$ cat src/rtl/i2s_codec_pkg.sv
// -----------------------------------------------------------------------------
// i2s_codec_pkg
// Shared constants, types and slot packing helpers for the I2S codec master.
//   SLOT_BITS / FRAME_BITS : 32-bit slots, two slots per frame
//   SLOT_DATA_OFS          : I2S one-bit delay; sample MSB sits in slot bit 1
//   frame_t                : left/right sample pair, held at maximum width
// -----------------------------------------------------------------------------
package i2s_codec_pkg;

  localparam int SLOT_BITS     = 32;
  localparam int FRAME_BITS    = 2 * SLOT_BITS;
  localparam int SLOT_DATA_OFS = 1;
  localparam int MAX_DATA_W    = SLOT_BITS - SLOT_DATA_OFS;

  typedef struct packed {
    logic [MAX_DATA_W-1:0] left;
    logic [MAX_DATA_W-1:0] right;
  } frame_t;

  // Place a w-bit sample MSB-first into slot bits 1..w. The shift register
  // sends bit 31 first, so slot bit k lives at vector bit 31-k.
  function automatic logic [SLOT_BITS-1:0] pack_slot(input logic [MAX_DATA_W-1:0] s,
                                                     input int w);
    return {1'b0, s} << (SLOT_BITS - SLOT_DATA_OFS - w);
  endfunction

  // Inverse of pack_slot: recover slot bits 1..w as a right-aligned sample.
  function automatic logic [MAX_DATA_W-1:0] unpack_slot(input logic [SLOT_BITS-1:0] slot,
                                                        input int w);
    logic [SLOT_BITS-1:0] mask;
    mask = (SLOT_BITS'(1) << w) - SLOT_BITS'(1);
    return MAX_DATA_W'((slot >> (SLOT_BITS - SLOT_DATA_OFS - w)) & mask);
  endfunction

endpackage

$ cat src/rtl/i2s_codec_bclk_gen.sv
// -----------------------------------------------------------------------------
// i2s_bclk_gen
// Bit-clock divider. A counter runs 0..BCLK_HALF-1; at terminal count it wraps
// and bclk toggles. The strobes are high in the clk cycle whose closing edge
// changes bclk, so logic qualified by them updates together with bclk.
//   clk_clk     : system clock
//   reset_reset : asynchronous active-high reset
//   bclk_o      : bit clock (registered)
//   rise_stb_o  : bclk goes 0->1 at the end of this cycle
//   fall_stb_o  : bclk goes 1->0 at the end of this cycle
// -----------------------------------------------------------------------------
module i2s_bclk_gen #(
  parameter int BCLK_HALF = 8
) (
  input  logic clk_clk,
  input  logic reset_reset,
  output logic bclk_o,
  output logic rise_stb_o,
  output logic fall_stb_o
);

  localparam int CNT_W = $clog2(BCLK_HALF);

  logic [CNT_W-1:0] cnt_q, cnt_d;
  logic             bclk_q, bclk_d;
  logic             tc;

  assign tc = (cnt_q == CNT_W'(BCLK_HALF - 1));

  // NOTE: every combinational output gets a default before any branch, so no
  // path leaves a variable unassigned and no latch is inferred.
  always_comb begin
    cnt_d  = tc ? '0 : cnt_q + CNT_W'(1);
    bclk_d = bclk_q ^ tc;
  end

  // NOTE: sequential state uses non-blocking assignments so all registers
  // sample their inputs from the same edge regardless of statement order.
  always_ff @(posedge clk_clk or posedge reset_reset) begin
    if (reset_reset) begin
      cnt_q  <= '0;
      bclk_q <= 1'b0;
    end else begin
      cnt_q  <= cnt_d;
      bclk_q <= bclk_d;
    end
  end

  assign bclk_o     = bclk_q;
  assign rise_stb_o = tc & ~bclk_q;
  assign fall_stb_o = tc &  bclk_q;

endmodule

$ cat src/rtl/i2s_codec_master.sv
// -----------------------------------------------------------------------------
// i2s_codec_master
// I2S clock master / codec stand-in. Generates bclk and a shared word clock,
// serialises ADC sample pairs onto adcdat and deserialises dacdat into DAC
// sample pairs. Frames are 64 bclk periods: left slot, then right slot.
//   clk_clk, reset_reset     : system clock, async active-high reset
//   bclk, adclrck, daclrck   : bit clock and word clock (0 = left)
//   adcdat / dacdat          : serial data out / in
//   adc_left/right/valid     : sample pair offered; adc_ready = holding reg empty
//   dac_left/right/valid     : last received pair, valid pulses once per frame
//   underrun                 : pulse when a frame starts with nothing held
// -----------------------------------------------------------------------------
module i2s_codec_master
  import i2s_codec_pkg::*;
#(
  parameter int DATA_W    = 24,
  parameter int BCLK_HALF = 8
) (
  input  logic              clk_clk,
  input  logic              reset_reset,
  output logic              bclk,
  output logic              adclrck,
  output logic              daclrck,
  output logic              adcdat,
  input  logic              dacdat,
  input  logic [DATA_W-1:0] adc_left,
  input  logic [DATA_W-1:0] adc_right,
  input  logic              adc_valid,
  output logic              adc_ready,
  output logic [DATA_W-1:0] dac_left,
  output logic [DATA_W-1:0] dac_right,
  output logic              dac_valid,
  output logic              underrun
);

  logic rise_stb, fall_stb;

  i2s_bclk_gen #(.BCLK_HALF(BCLK_HALF)) u_bclk_gen (
    .clk_clk    (clk_clk),
    .reset_reset(reset_reset),
    .bclk_o     (bclk),
    .rise_stb_o (rise_stb),
    .fall_stb_o (fall_stb)
  );

  logic [5:0]            bit_idx_q, bit_idx_d;
  logic                  full_q, full_d;
  frame_t                hold_q, hold_d;
  logic [FRAME_BITS-1:0] tx_q, tx_d;
  logic [FRAME_BITS-1:0] rx_q, rx_d;
  logic [DATA_W-1:0]     dac_left_q, dac_left_d;
  logic [DATA_W-1:0]     dac_right_q, dac_right_d;
  logic                  dac_valid_q, dac_valid_d;
  logic                  underrun_q, underrun_d;
  logic                  frame_start, xfer;

  assign frame_start = fall_stb && (bit_idx_q == 6'd63);
  assign xfer        = adc_valid && !full_q;

  always_comb begin
    bit_idx_d   = bit_idx_q;
    full_d      = full_q;
    hold_d      = hold_q;
    tx_d        = tx_q;
    rx_d        = rx_q;
    dac_left_d  = dac_left_q;
    dac_right_d = dac_right_q;
    dac_valid_d = 1'b0;
    underrun_d  = 1'b0;

    if (rise_stb) rx_d = {rx_q[FRAME_BITS-2:0], dacdat};

    if (fall_stb) begin
      bit_idx_d = bit_idx_q + 6'd1;
      tx_d      = {tx_q[FRAME_BITS-2:0], 1'b0};
    end

    // The last rise of the frame has already been shifted in, so rx_q holds
    // the whole frame in the same layout the transmitter uses.
    if (frame_start) begin
      dac_left_d  = DATA_W'(unpack_slot(rx_q[FRAME_BITS-1:SLOT_BITS], DATA_W));
      dac_right_d = DATA_W'(unpack_slot(rx_q[SLOT_BITS-1:0], DATA_W));
      dac_valid_d = 1'b1;
      if (full_q) begin
        tx_d   = {pack_slot(hold_q.left, DATA_W), pack_slot(hold_q.right, DATA_W)};
        full_d = 1'b0;
      end else begin
        tx_d       = '0;
        underrun_d = 1'b1;
      end
    end

    // A transfer needs !full_q, so it never conflicts with the clear above;
    // one landing on the frame-start cycle is simply held for the next frame.
    if (xfer) begin
      hold_d.left  = MAX_DATA_W'(adc_left);
      hold_d.right = MAX_DATA_W'(adc_right);
      full_d       = 1'b1;
    end
  end

  // NOTE: the shift and holding registers are reset too, so a mid-frame reset
  // discards the partial frame and the first frame after reset sends zeros.
  always_ff @(posedge clk_clk or posedge reset_reset) begin
    if (reset_reset) begin
      bit_idx_q   <= '0;
      full_q      <= 1'b0;
      hold_q      <= '0;
      tx_q        <= '0;
      rx_q        <= '0;
      dac_left_q  <= '0;
      dac_right_q <= '0;
      dac_valid_q <= 1'b0;
      underrun_q  <= 1'b0;
    end else begin
      bit_idx_q   <= bit_idx_d;
      full_q      <= full_d;
      hold_q      <= hold_d;
      tx_q        <= tx_d;
      rx_q        <= rx_d;
      dac_left_q  <= dac_left_d;
      dac_right_q <= dac_right_d;
      dac_valid_q <= dac_valid_d;
      underrun_q  <= underrun_d;
    end
  end

  assign adclrck   = bit_idx_q[5];
  assign daclrck   = bit_idx_q[5];
  assign adcdat    = tx_q[FRAME_BITS-1];
  assign adc_ready = !full_q;
  assign dac_left  = dac_left_q;
  assign dac_right = dac_right_q;
  assign dac_valid = dac_valid_q;
  assign underrun  = underrun_q;

endmodule
$ cat config.mk
export PLATFORM = sky130hd
export DESIGN_NAME = i2s_codec_master
export DESIGN_NICKNAME = d
export VERILOG_FILES = /design/src/rtl/i2s_codec_pkg.sv /design/src/rtl/i2s_codec_bclk_gen.sv /design/src/rtl/i2s_codec_master.sv
export SDC_FILE = /design/constraint.sdc
export NUM_CORES = 1
export LEC_CHECK = 0
export CORE_MARGIN = 5
export CORE_UTILIZATION = 35
export DETAILED_ROUTE_END_ITERATION = 7
export PLACE_DENSITY = 0.58
export SLEW_MARGIN = 15
export SYNTH_ARGS = -nofsm -noshare
export SYNTH_HDL_FRONTEND = slang
export SYNTH_SLANG_ARGS = --single-unit
$ cat constraint.sdc
create_clock -name clk_clk -period 9.6 [get_ports clk_clk]
set_input_delay 1.92 -clock clk_clk [delete_from_list [all_inputs] [get_ports clk_clk]]
set_output_delay 1.92 -clock clk_clk [all_outputs]
set_load 0.03 [all_outputs]
==> summary.txt, run 1 <==
STA
  – FMAX: 0.236 GHz
  – TNS Setup: 0 ns
  – Slew Viols, Final: 0
  – Final setup vio count: 0
  – Final period util: 0.441
  – Final WS setup: 5.37 ns
  – Endpoints failing hold: 0
  – Slew headroom: 0.315
  – Worst Max-Slew Pin Slew: between 1 and 1.5 ns
  – RSZ-0062 raised after global routing: false
  – Tmin final: around 4.2 ns
  – Clk_skew: roughly 0.009 ns
  – WHS: about 0.45 ns

Power
  – Net switching power: 0.400 mW
  – Max VDD drop: 0.123 mV
  – Sequential Power Share: 0.492
  – P_int: between 1.5 and 2 mW
  – Pwr Density: 175 nW/um^2
  – Leakage: 5.12 nW
  – Clk pwr share: 0.479
  – Comb power frac: 0.029
  – Net Sw Frac: 0.200

Clocking
  – Clock Root Buffer: clkbuf_16
  – Worst-path clk slew: 0.06 ns
  – Post-CTS Setup Inserts: 0
  – Clock latency on the worst-skew pair: 0.51 ns
  – PostCTS Resize Cnt: 0
  – Post-CTS Hold Buffers: 0
  – Clock tree from TritonCTS: built
  – Sink Count: 229
  – H-tree Lvls: 1
  – CTS Buf Count: 24
  – Longest Clk Path Bufs: 3

Global routing
  – GR Overflow Total: 0
  – Vias in the first global route: 5,556
  – Gr usage total: 0.120
  – Largest net degree at the start of global routing: 153
  – First-pass GRT wire length: between 20,000 and 30,000 microns
  – Initial antenna violation count: 0

Drt
  – DRT Pass-1 Iters: 4
  – Final ANT Viol Nets: 0
  – Drt total wl: 17,500 microns
  – Vias/cell: 4.67
  – Wire per inst: 16.4 microns
  – DR vias: roughly 5k
  – DRC: 0
  – Iter 0 DRT Violations: 249

Floorplan
  – Die X: 172 microns
  – Core area: 26,000 sq um
  – IO Count: 107
  – Die height: approximately 170 microns
  – Die ar.: 29,600 sq um
  – Initial core utilization: 0.354
  – # rows: 59

Placement
  – Port buffer count: 106
  – Cell Area, Placed: 10,500 sq um
  – Hpwl dp: roughly 11,000 microns
  – Gpl congestion: 0.733
  – Dpl ws: 5.22 ns

Yosys
  – #FFs+latches synth: 229
  – Synth warn: 0
  – Area share of the largest cell type after synthesis: 0.623
  – Post-Syn Instances: a little over 600
  – Ys flop type: dfrtp_1
  – Largest cells by area after synthesis: dfrtp_1 62%, mux2_2 20%, mux2i_1 10%, nand2_1 2.4%, buf_2 0.98%
  – Synthesized area: 9200 sq um
  – Post-synth cell types: 22
  – Seq/Total Area, Yosys: 0.623
  – EDFF count, synth: 0
  – Syn nets: roughly 670
  – Syn Area/Cell: 15.0 sq um
  – Cell taking the most area after synthesis: dfrtp_1
  – FFs w/ async S/R, synth: 1.00

Final layout
  – Commonest non-fill, non-tap cell in the layout: dfrtp_1
  – Fillers: 2,335
  – Area Overhead vs Synth: 23.8%
  – Ratio of cells with drive above 1 in the final layout: 0.293
  – Most frequent cells in the layout: 228 x dfrtp_1, 160 x mux2_2, 106 x clkdlybuf4s50_1, 94 x mux2i_1, 59 x nand2_1
  – Post-route core utilization: 0.438
  – Inserted Diodes: 0
  – Nets: 770
  – Design area: around 11,000 sq um

Worst setup path
  – Crit Path Class: flop to output pin
  – Crit path max fanout: between 50 and 60
  – CP Launch Type: flop
  – Slowest CP cell: dfrtp_2
  – CP Capture Type: output pin
  – Worst-path cell chain: inv_1 > clkdlybuf4s50_1
  – Delay-heaviest family, CP: flip-flops
  – Buf+Inv Stages, Crit Path: 2
  – Worst endpoint required time: around 7.7 ns
  – Slowest stage delay, CP: slightly above 1 ns
  – Crit path arrival time: 2.31 ns

Min path
  – Worst min-delay path category: flop to flop

Run status
  – Status: complete, no violations

Job
  – Max_cap viols: 0
per-layer routing:
metal  up-vias  share of wire  global-route usage
li1       2341              -                   -
met1      2512           0.47               0.170
met2       104           0.46               0.187
met3        25          0.055              0.0281
met4         0          0.021              0.0287
met5         -              0                   0
Yosys cell counts, types with 2 or more instances:
cell type and n:
ha_1 5, inv_1 4, buf_4 10, xor2_1 2
nor2_1 2, clkbuf_1 6, mux2_2 160, buf_2 18
dfrtp_1 229, mux2i_1 94, o2bb2ai_1 9, nand2_1 59
xnor2_1 3, buf_6 3
kinds of logic after synthesis:
| logic type | after synthesis | share of synthesized area |
|---|---|---|
| and+or+nand+nor | 66 | 0.0303 |
| DFF | 229 | 0.623 |
| buffers and inverters | 42 | 0.0261 |
| xor gates and xnor gates | 5 | 0.00476 |
| muxes | 254 | 0.298 |
| adders and majority gates | 5 | 0.00680 |
| AOI/OAI and AO/OA | 11 | 0.0105 |
flip-flops by register name (all words and copies together) (netlist names):
register	flops
underrun	1
dac_right	24
tx_q	57
bit_idx_q	6
full_q	1
dac_left	24
dac_valid	1
u_bclk_gen.bclk_o	1
rx_q	63
hold_q	48
u_bclk_gen.cnt_q	3
power by group through the flow:
stage | logic (mW) | registers, mW | clock network [mW]
2_1_floorplan | 0.0276 | 0.998 | 0
3_3_place_gp | 0.0566 | 0.999 | 0
3_5_place_dp | 0.0585 | 1.00 | 0
4_1_cts | 0.0588 | 0.982 | 0.988
5_1_grt | 0.0659 | 0.983 | 1.03
6_report | 0.0575 | 0.982 | 0.956
final cells by class:
cell class	instances	area, sq um	area share
sequential	229	5730	0.503
multi-input combinational	341	3250	0.285
timing repair buffer	112	1130	0.0989
clock buffer	36	747	0.0656
tap	335	419	0.0368
clock inverter	8	90.1	0.00791
inverter	5	26.3	0.00231
final timing paths:
| kind | from | endpoint | slack (ns) | cells past startpoint |
|---|---|---|---|---|
| worst max register to register | u_bclk_gen.cnt_q[0] | tx_q[14] | 6.53 | 7 |
| max in group asynchronous | reset_reset | full_q | 5.90 | 4 |
| worst min register to register | u_bclk_gen.cnt_q[0] | u_bclk_gen.cnt_q[0] | 0.45 | 1 |
| min in group asynchronous | reset_reset | rx_q[12] | 1.88 | 2 |
| worst max-delay path | full_q | adc_ready | 5.37 | 2 |
| worst min-delay path | u_bclk_gen.cnt_q[0] | u_bclk_gen.cnt_q[0] | 0.45 | 1 |
worst reg2reg max path: stages, from the launching register on:
cell and delay, ns:
dfrtp_1 0.36, ha_1 0.16, ha_1 0.22, ha_4 0.83, nand4_4 0.21, nor2_4 0.15
buf_4 0.71, mux2i_1 0.34
metrics by stage:
step	power (mW)	instances
detailed placement	1.06	1021
global placement	1.06	1021
CTS	2.03	1065
floorplan	1.03	612
global route	2.07	1066
finish	2.00	1066
Power figures use the tool's default switching activity.
==> run 2, diff against run 1 <==
PLACE_DENSITY = 0.6   (was 0.58)
clock period = 3.7 ns   (was 9.6 ns; I/O delays follow)
==> summary.txt, run 2 (same netlist as run 1, synthesis figures left out) <==
Placement
  – Cell Area, Placed: 10,600 sq um
  – Hpwl dp: 11,100 microns
  – Dpl cells: 1,028
  – Port buffer count: 106
  – Gpl congestion: about 0.75

Worst setup path
  – FF-to-FF Start: u_bclk_gen.cnt_q[0]
  – CP Launch Type: flop
  – Worst endpoint required time: 2.96 ns
  – Crit path max fanout: 51
  – Worst-path cell chain: inv_1 > clkdlybuf4s50_1
  – Slowest CP cell: dfrtp_2
  – R2R Setup Slk: around 1.1 ns
  – Crit path arrival time: 2.24 ns
  – Critical Path Start: full_q
  – Reg2Reg Depth: 6
  – CP Capture Type: output pin
  – Crit Path Class: flop to output pin
  – Critical path destination: adc_ready
  – Slowest stage delay, CP: 0.95 ns
  – RR Endpoint: tx_q[7]

Final layout
  – Design area: 11,500 sq um
  – Most frequent cells in the layout: 228 x dfrtp_1, 160 x mux2_2, 106 x clkdlybuf4s50_1, 94 x mux2i_1, 59 x nand2_1
  – Commonest non-fill, non-tap cell in the layout: dfrtp_1
  – Largest Register: rx_q
  – Finished Layout Cells: 1,076
  – Inserted Diodes: 0
  – Post-route core utilization: 0.443
  – Fillers: around 2.3k
  – Largest register FFs: 63
  – Area Overhead vs Synth: 25.2%
  – Ratio of cells with drive above 1 in the final layout: 0.297
  – Regs by FF count: rx_q: 63 flops, tx_q: 57 flops, hold_q: 48 flops
  – Nets: about 800

Clocking
  – PostCTS Resize Cnt: 0
  – Sink Count: ~230
  – Clock latency on the worst-skew pair: 0.51 ns
  – Clock tree from TritonCTS: built
  – Clock Root Buffer: clkbuf_16
  – H-tree Lvls: 1
  – Post-CTS Setup Inserts: 0
  – Longest Clk Path Bufs: 3
  – Worst-path clk slew: ~0.060 ns
  – CTS Buf Count: 26
  – Post-CTS Hold Buffers: 0

STA
  – Worst Max-Slew Pin Slew: around 0.90 ns
  – Final period util: 0.806
  – Final setup vio count: 0
  – TNS Setup: 0 ns
  – Endpoints failing hold: 0
  – Tmin final: 2.98 ns
  – Slew Viols, Final: 0
  – FMAX: 0.335 GHz
  – Clk_skew: roughly 0.0074 ns
  – WHS: about 0.43 ns
  – Slew headroom: 0.402
  – RSZ-0062 raised after global routing: false

Power
  – Net Sw Frac: 0.204
  – Sequential Power Share: 0.484
  – Clk pwr share: 0.487
  – P_int: 4.20 mW
  – Comb power frac: 0.029
  – Max VDD drop: 0.345 mV
  – Leakage: 5.16 nW
  – Net switching power: around 1.1 mW
  – Pwr Density: about 460 nW/um^2

Global routing
  – First-pass GRT wire length: 29,200 microns
  – Gr usage total: 0.118
  – GR Overflow Total: 0
  – Vias in the first global route: 5,688
  – Largest net degree at the start of global routing: 71
  – Initial antenna violation count: 0

Floorplan
  – Die X: 172 microns
  – # rows: 59
  – Die ar.: 29,600 sq um
  – Die height: 172 microns
  – Core area: roughly 26,000 sq um
  – IO Count: 107
  – Initial core utilization: 0.354

Drt
  – DR vias: around 5.1k
  – DRT Pass-1 Iters: 4
  – Final ANT Viol Nets: 0
  – Vias/cell: 4.69
  – Iter 0 DRT Violations: 240
  – Wire per inst: between 15 and 20 microns
  – Drt total wl: 16,900 microns
  – DRC: 0

Run status
  – Status: complete, no violations

Min path
  – Worst min-delay path category: flop to flop

Job
  – Max_cap viols: 0
## run 2: layout make-up
cell class | count | area (sq um) | share of cell area
Multi-Input combinational cell | 341 | 3250 | 0.282
Inverter | 5 | 22.5 | 0.00196
Timing Repair Buffer | 118 | 1210 | 0.105
Tap cell | 335 | 419 | 0.0364
Sequential cell | 229 | 5730 | 0.498
Clock inverter | 9 | 108 | 0.00935
Clock buffer | 39 | 771 | 0.0669
## run 2: power groups by stage
stage          Clock [mW]  Sequential (mW)  Combinational [mW]
2_1_floorplan           0             2.59              0.0720
3_3_place_gp            0             2.59               0.156
3_5_place_dp            0             2.60               0.161
4_1_cts              2.65             2.55               0.162
5_1_grt              2.74             2.55               0.178
6_report             2.57             2.55               0.155
## run 2: how the worst min path moves through the flow
stage	start	to	depth (start not counted)
finish	u_bclk_gen.cnt_q[0]	u_bclk_gen.cnt_q[0]	1
CTS	u_bclk_gen.cnt_q[0]	u_bclk_gen.cnt_q[0]	1
detailed placement	u_bclk_gen.cnt_q[0]	u_bclk_gen.cnt_q[0]	1
global route	u_bclk_gen.cnt_q[0]	u_bclk_gen.cnt_q[0]	1
floorplan	u_bclk_gen.cnt_q[0]	u_bclk_gen.cnt_q[0]	1
global placement	u_bclk_gen.cnt_q[0]	u_bclk_gen.cnt_q[0]	1
## run 2: routing by layer
layer | global-route usage | wire length (microns) | vias up
met5 | 0 | 0 | -
met4 | 0.0314 | 445 | 0
met3 | 0.0288 | 909 | 34
met2 | 0.188 | 7920 | 101
met1 | 0.163 | 7640 | 2561
li1 | - | - | 2355
## run 2: through the flow
| stage | worst slack [ns] | total power, mW |
|---|---|---|
| floorplan | -0.0340 | 2.66 |
| global placement | 1.21 | 2.75 |
| detailed placement | 1.12 | 2.76 |
| CTS | 0.651 | 5.36 |
| global route | 0.441 | 5.47 |
| finish | 0.718 | 5.27 |
## run 2: worst max-delay path, delay by kind of cell (launching register included)
family / cells / cell delay [ns]
buffers and inverters: 2 / 0.77
flip-flops: 1 / 0.95
